$ cat config.mk
export PLATFORM = sky130hd
export DESIGN_NAME = neuron_coeff_bank
export DESIGN_NICKNAME = d
export VERILOG_FILES = /design/src/rtl/neuron_coeff_bank_pkg.sv /design/src/rtl/neuron_coeff_bank_shadow_reg.sv /design/src/rtl/neuron_coeff_bank.sv
export SDC_FILE = /design/constraint.sdc
export NUM_CORES = 2
export LEC_CHECK = 0
export CAP_MARGIN = 0
export CORE_MARGIN = 3
export CORE_UTILIZATION = 49
export DETAILED_ROUTE_END_ITERATION = 16
export PLACE_DENSITY_LB_ADDON = 0.08
export RECOVER_POWER = 25
export SLEW_MARGIN = 15
export SYNTH_ARGS = -nofsm -noshare
export SYNTH_HDL_FRONTEND = slang
export SYNTH_SLANG_ARGS = --single-unit
export TNS_END_PERCENT = 5
$ cat constraint.sdc
create_clock -name CLK -period 2.4 [get_ports CLK]
set_input_delay 0.48 -clock CLK [delete_from_list [all_inputs] [get_ports CLK]]
set_output_delay 0.48 -clock CLK [all_outputs]
set_load 0.02 [all_outputs]
$ cat src/rtl/neuron_coeff_bank_pkg.sv
// neuron_coeff_bank_pkg
//   Shared constants and helpers for the neuron coefficient bank.
//   - CTRL register bit positions (GO, CLR_OVR).
//   - Address-map helpers. The map depends on the NCoeff parameter, so it is
//     expressed as functions of ncoeff rather than as fixed constants.
//   - A small decoded-control struct with its decode function.
package neuron_coeff_bank_pkg;

  localparam int CTRL_GO_BIT  = 0;
  localparam int CTRL_CLR_BIT = 1;

  // Address map:
  //   0..NCoeff-1 coefficients, then offset, input and CTRL/STATUS.
  function automatic int addr_offset(input int ncoeff);
    return ncoeff;
  endfunction

  function automatic int addr_input(input int ncoeff);
    return ncoeff + 1;
  endfunction

  function automatic int addr_ctrl(input int ncoeff);
    return ncoeff + 2;
  endfunction

  typedef struct packed {
    logic go;
    logic clr_ovr;
  } ctrl_cmd_t;

  function automatic ctrl_cmd_t decode_ctrl(input logic [1:0] bits);
    ctrl_cmd_t cmd;
    cmd.go      = bits[CTRL_GO_BIT];
    cmd.clr_ovr = bits[CTRL_CLR_BIT];
    return cmd;
  endfunction

endpackage

$ cat src/rtl/neuron_coeff_bank_shadow_reg.sv
// bank_shadow_reg
//   One double-buffered register: a shadow word written by the bus and an
//   active word that takes the shadow value on commit.
//   Ports:
//     clk     in   clock, rising edge
//     reset   in   synchronous master reset, clears shadow and active
//     clear   in   synchronous soft clear, clears shadow and active
//     wr_en   in   load wr_data into shadow
//     wr_data in   Width-bit write data
//     commit  in   copy shadow into active
//     shadow  out  current shadow word
//     active  out  current active word
//   When wr_en and commit coincide, active receives the shadow value from
//   before the edge and the new data lands in shadow only.
module bank_shadow_reg #(
  parameter int Width = 32
) (
  input  logic             clk,
  input  logic             reset,
  input  logic             clear,
  input  logic             wr_en,
  input  logic [Width-1:0] wr_data,
  input  logic             commit,
  output logic [Width-1:0] shadow,
  output logic [Width-1:0] active
);

  logic [Width-1:0] shadow_reg;
  logic [Width-1:0] active_reg;

  always_ff @(posedge clk) begin
    if (reset || clear) begin
      shadow_reg <= '0;
      active_reg <= '0;
    end else begin
      if (wr_en) begin
        shadow_reg <= wr_data;
      end
      if (commit) begin
        active_reg <= shadow_reg;
      end
    end
  end

  assign shadow = shadow_reg;
  assign active = active_reg;

endmodule

$ cat src/rtl/neuron_coeff_bank.sv
// neuron_coeff_bank
//   Double-buffered coefficient/operand bank between the write bus and a
//   neuron core. The bus writes shadow registers at any time. A GO command
//   commits all shadows to the active outputs and issues a one-cycle Start.
//   Ports:
//     CLK           in   clock, rising edge
//     Reset         in   synchronous master reset, clears everything
//     ResetStart    in   synchronous soft reset: clears input operand,
//                        Start, Busy and Overrun; coefficients and offset kept
//     Write/Read    in   bus strobes
//     Address       in   word address
//     InDatoMemoria in   bus write data
//     RdData        out  registered readback
//     RdValid       out  one-cycle readback strobe
//     Done          in   core finished current operation
//     Start         out  one-cycle pulse, active operands valid
//     Busy          out  operation in flight
//     Overrun       out  sticky, GO seen while busy
//     CoeffBus      out  active coefficients, i at [i*Width +: Width]
//     Offset        out  active offset
//     InDato        out  active input operand
module neuron_coeff_bank
  import neuron_coeff_bank_pkg::*;
#(
  parameter int Width  = 32,
  parameter int NCoeff = 20,
  parameter int AddrW  = 9
) (
  input  logic                     CLK,
  input  logic                     Reset,
  input  logic                     ResetStart,
  input  logic                     Write,
  input  logic                     Read,
  input  logic [AddrW-1:0]         Address,
  input  logic signed [Width-1:0]  InDatoMemoria,
  output logic [Width-1:0]         RdData,
  output logic                     RdValid,
  input  logic                     Done,
  output logic                     Start,
  output logic                     Busy,
  output logic                     Overrun,
  output logic [NCoeff*Width-1:0]  CoeffBus,
  output logic signed [Width-1:0]  Offset,
  output logic signed [Width-1:0]  InDato
);

  localparam int ADDR_OFFSET = addr_offset(NCoeff);
  localparam int ADDR_INPUT  = addr_input(NCoeff);
  localparam int ADDR_CTRL   = addr_ctrl(NCoeff);
  // Coefficients plus offset plus input operand.
  localparam int NREG        = NCoeff + 2;

  logic [Width-1:0] shadow [NREG];
  logic [Width-1:0] active [NREG];

  logic             start_reg;
  logic             busy_reg;
  logic             overrun_reg;
  logic [Width-1:0] rd_data_reg;
  logic             rd_valid_reg;

  logic             bus_wr;
  logic             ctrl_wr;
  ctrl_cmd_t        cmd;
  logic             go_accept;
  logic             go_reject;
  logic [Width-1:0] rd_mux;

  // The soft reset outranks bus activity, so writes are masked while it is
  // asserted (this also suppresses any GO in that cycle).
  assign bus_wr    = Write && !ResetStart;
  assign ctrl_wr   = bus_wr && (Address == AddrW'(ADDR_CTRL));
  assign cmd       = decode_ctrl(InDatoMemoria[1:0]);
  // A GO is still accepted while busy if the core finishes in the same cycle,
  // giving back-to-back operations with Busy held high.
  assign go_accept = ctrl_wr && cmd.go && (!busy_reg || Done);
  assign go_reject = ctrl_wr && cmd.go && busy_reg && !Done;

  genvar gi;
  generate
    for (gi = 0; gi < NREG; gi++) begin : g_reg
      // Only the input operand is cleared by the soft reset.
      localparam bit IS_INPUT = (gi == ADDR_INPUT);

      bank_shadow_reg #(
        .Width(Width)
      ) u_reg (
        .clk    (CLK),
        .reset  (Reset),
        .clear  (ResetStart && IS_INPUT),
        .wr_en  (bus_wr && (Address == AddrW'(gi))),
        .wr_data(InDatoMemoria),
        .commit (go_accept),
        .shadow (shadow[gi]),
        .active (active[gi])
      );
    end

    for (gi = 0; gi < NCoeff; gi++) begin : g_coeff_out
      assign CoeffBus[gi*Width +: Width] = active[gi];
    end
  endgenerate

  assign Offset = active[ADDR_OFFSET];
  assign InDato = active[ADDR_INPUT];

  // Readback uses the pre-edge shadow value, so a read and a write to the
  // same address in one cycle returns the old contents.
  always_comb begin
    rd_mux = '0;
    for (int i = 0; i < NREG; i++) begin
      if (Address == AddrW'(i)) begin
        rd_mux = shadow[i];
      end
    end
    if (Address == AddrW'(ADDR_CTRL)) begin
      rd_mux = {{(Width-2){1'b0}}, overrun_reg, busy_reg};
    end
  end

  always_ff @(posedge CLK) begin
    if (Reset) begin
      start_reg    <= 1'b0;
      busy_reg     <= 1'b0;
      overrun_reg  <= 1'b0;
      rd_data_reg  <= '0;
      rd_valid_reg <= 1'b0;
    end else if (ResetStart) begin
      start_reg    <= 1'b0;
      busy_reg     <= 1'b0;
      overrun_reg  <= 1'b0;
      rd_valid_reg <= 1'b0;
    end else begin
      start_reg <= go_accept;

      if (go_accept) begin
        busy_reg <= 1'b1;
      end else if (Done) begin
        busy_reg <= 1'b0;
      end

      // A rejected GO wins over a simultaneous clear.
      if (go_reject) begin
        overrun_reg <= 1'b1;
      end else if (ctrl_wr && cmd.clr_ovr) begin
        overrun_reg <= 1'b0;
      end

      rd_valid_reg <= Read;
      if (Read) begin
        rd_data_reg <= rd_mux;
      end
    end
  end

  assign Start   = start_reg;
  assign Busy    = busy_reg;
  assign Overrun = overrun_reg;
  assign RdData  = rd_data_reg;
  assign RdValid = rd_valid_reg;

endmodule

==> flow_summary_export.csv <==
group,metric,value,unit
floorplan,dieArea,117000,um2
sta,worst_clk_skew,0.0359,ns
sta,rsz0062_at_grt,"true",
layout,area.sequential,28900,um2
power_and_ir_drop,power_density,676,nW/um2
clock_tree,cts_buffers,149,
yosys,asyncSetResetFlopFracSynth,0,%
layout,finish.cell_count_without_fillers,9801,
place,dpl.hpwl,217,mm
sta,setup-violations-final,31,
clock_tree,cts_max_path_buffers,3,
setup_path,critical_path_arrival,3.19,ns
yosys,ys_dominant_reg_cell,"dfxtp_1",
power_and_ir_drop,power,50.6,mW
sta,finalWorstPathRequiredPeriod,2.50,ns
yosys,syn_area_per_cell,7.71,um2
global_routing,use_met2,69.2,%
sta,achievable-frequency,400,MHz
setup_path,reg2reg_slack,0.02,ns
detailed_routing,detail_route.vias_per_cell,6.27,
place,numPortBuffers,786,
sta,setup_ws,-0.102,ns
yosys,yosys_warnings,0,
yosys,post_syn_area,55600,um2
outcome,failed_checks,"setup timing",
min_path,hold_path.class,"in -> reg",
global_routing,groute.usage.overall,48.8,%
sta,final_max_slew_viol_count,0,
setup_path,r2r-start,"g_reg[3].u_reg.shadow[12]$_SDFFE_PP0P_",
floorplan,die_y,343,um
power_and_ir_drop,leakage,25.3,nW
yosys,syn_inst,7207,
power_and_ir_drop,worst_case_vdd_ir_drop,636,uV
global_routing,met3_layer_usage_reported_by_global_route,15.4,%
setup_path,critPathBufInv,1,
global_routing,grt_antenna_before_repair,36,
setup_path,cp_slowest_stage_delay,0.64,ns
setup_path,crit_path_cell_trace,"dlygate4sd3_1, nand2b_1, nor2_1, a21boi_1, o21ai_0, o21ai_0, a21boi_0",
setup_path,register_to_register_path_depth,6,
clock_tree,cts_tree,"yes",
detailed_routing,detail_route.first_pass.iterations,9,
min_path,holdCritStartpoint,"Reset",
setup_path,worst_setup_path_end_kind,"flip-flop",
setup_path,crit_path_frequent_cell,"o21ai_0",
layout,utilization,67.1,%
setup_path,critical_path_data_required_time,3.09,ns
outcome,outcome,"complete, but fails checks",
floorplan,initial_core_util,49.8,%
clock_tree,clkTransAtPathRegs,0.06,ns
sta,setup_tns_final,-1.02,ns
detailed_routing,detailroute.via_count,61400,
global_routing,largest_net_degree_at_the_start_of_global_routing,226,
place,gp_routability_congestion,1.07,
global_routing,grt_pass1_wl,411,mm
floorplan,io-pin-count,787,
setup_path,startpoint_type,"input pin",
setup_path,critPathMaxFanout,4,
floorplan,dieWidth,343,um
sta,timing.slew.headroom,12.2,%
global_routing,vias_in_the_first_global_route,55300,
setup_path,critPathTopFamily,"compound AO/OA/AOI/OAI gates",
sta,worstMarginPinSlew,1.32,ns
clock_tree,clock_tree.root_cell,"clkbuf_16",
floorplan,fp.coreArea,112000,um2
yosys,number_of_distinct_library_cells_after_synthesis,81,
detailed_routing,antenna_left,0,
detailed_routing,drtIter0Drc,10700,
yosys,synth-edff-count,0,
setup_path,crit_type,"in -> reg",
yosys,synthesis.nets,7254,
job,max_cap_violations,0,
setup_path,reg_to_reg_end,"RdData[12]$_SDFFE_PP0P_",
layout,num-nets-final,8214,
min_path,worst_hold_path_endpoint,"RdData[17]$_SDFFE_PP0P_",
setup_path,worst_path_cell_with_the_longest_stage_delay,"dlygate4sd3_1",
detailed_routing,route.detailed.wl_per_inst,30.5,um
yosys,yosys_register_bits,1444,
clock_tree,clock_insertion_delay_worst_skew,0.79,ns
floorplan,fp-row-count,122,
layout,fillCellCount,9278,
detailed_routing,detail_route.wirelength,299,mm
place,placedCellCount,9490,
layout,area_occupied_by_multi_input_gates,24200,um2
yosys,synth.yosys.seq_area_share,52.0,%
layout,layout-area-overhead-vs-synth,34.7,%
sta,final_hold_viol_count,0,
global_routing,busiest_grt_layer,"met2",
layout,layout-drive-gt1-share,12.2,%
clock_tree,clock_sink_count,1444,
sta,final_min_period_over_clock_period,104,%
clock_tree,htree_levels,4,
global_routing,globalRouteMet1Util,62.4,%
min_path,worstHoldPathCells,3,
global_routing,gr-total-overflow,0,
detailed_routing,post-route-drc-count,0,
## report_power, final
group          switching [mW]  internal (mW)  total, mW
registers              0.0104           24.0       24.0
clock network            10.3           14.3       24.6
logic                    1.50          0.549       2.05
## per-layer routing
metal | vias up | part of all wire (%)
li1 | 26000 | -
met1 | 29100 | 36
met2 | 5076 | 41
met3 | 1198 | 14
met4 | 28 | 8.9
met5 | - | 0.057
## cells in the mapped netlist, drive strengths merged (26+ instances only)
cell type / instances / area share [%]
nor3: 43 / 0.56
nand3: 34 / 0.31
buf: 161 / 1.8
mux2: 26 / 0.53
o21ai: 69 / 0.62
a21oi: 1464 / 13
dfxtp: 1444 / 52
clkbuf: 462 / 3.1
nand4: 30 / 0.34
nand2: 2923 / 20
nor2: 71 / 0.50
a22oi: 105 / 1.4
a221oi: 39 / 0.61
## layout make-up
type                    count  area share (%)
diodes                     24          0.0802
well taps                1488            2.49
clock inverters            56            1.09
flip-flops and latches   1444            38.6
clock buffers             217            5.86
multi-input cells        5132            32.4
repair buffers           1432            19.4
inverters                   8          0.0401
## metrics by stage
stage | hold WS, ns | area, um2 | setup slack (ns)
final | 0.0615 | 74900 | -0.102
after floorplan | 0.442 | 55600 | -0.0258
after detailed placement | 0.443 | 69500 | -1.30
after CTS | 0.0341 | 75000 | 0.00339
after global placement | 0.439 | 69500 | -1.32
after global routing | 0.0661 | 74800 | -0.0496
## placed cells by master (no fill, tap or decap), types with 16 or more instances in the layout
cell type,n
buf_12,149
o21ai_0,64
buf_4,454
nand4_1,30
nor2_1,55
clkbuf_1,43
nand3_1,31
a21oi_1,1463
a221oi_1,39
mux2_2,26
a222oi_1,22
nor3_1,16
clkbuf_16,151
dlygate4sd2_1,31
diode_2,24
clkdlybuf4s50_1,744
o22ai_1,22
dfxtp_1,1443
nor3_2,19
clkbuf_8,36
a22oi_1,102
mux2i_1,22
nand2_1,2923
clkinv_2,18
a22o_1,19
## how the worst max path moves through the flow
stage	startpoint	endpoint	slack [ns]	depth (start not counted)
floorplan	Address[4]	RdData[13]$_SDFFE_PP0P_	-0.03	8
global placement	Address[7]	RdData[13]$_SDFFE_PP0P_	-1.32	10
detailed placement	Address[7]	RdData[13]$_SDFFE_PP0P_	-1.30	10
CTS	RdData[15]$_SDFFE_PP0P_	RdData[15]	0.003	1
global route	Address[5]	g_reg[10].u_reg.active[22]$_SDFFE_PP0P_	-0.05	11
finish	Read	RdData[19]$_SDFFE_PP0P_	-0.10	7
## logic make-up after synthesis
kind of cell	synth area share [%]
buffers and inverters	4.96
multiplexers	1.53
flip-flops	52.0
AO/OA/AOI/OAI	19.1
AND/OR/NAND/NOR	22.4
## timing repair
| action | CTS | global route |
|---|---|---|
| setup endpoints to repair | 751 | 70 |
| setup buffers | 13 | 0 |
| hold buffers | 0 | 0 |
| gates cloned | 1 | 0 |
| pin swaps | 8 | 6 |
| gates resized for setup | 66 | 20 |
## worst register-to-register path, cell delays in order (launching register included)
cell,delay (ns)
dfxtp_1,0.40
mux4_2,0.54
a222oi_1,0.35
bufbuf_16,0.34
and3_1,0.15
nand4_1,0.23
o21a_1,0.27
Power figures use the tool's default switching activity.
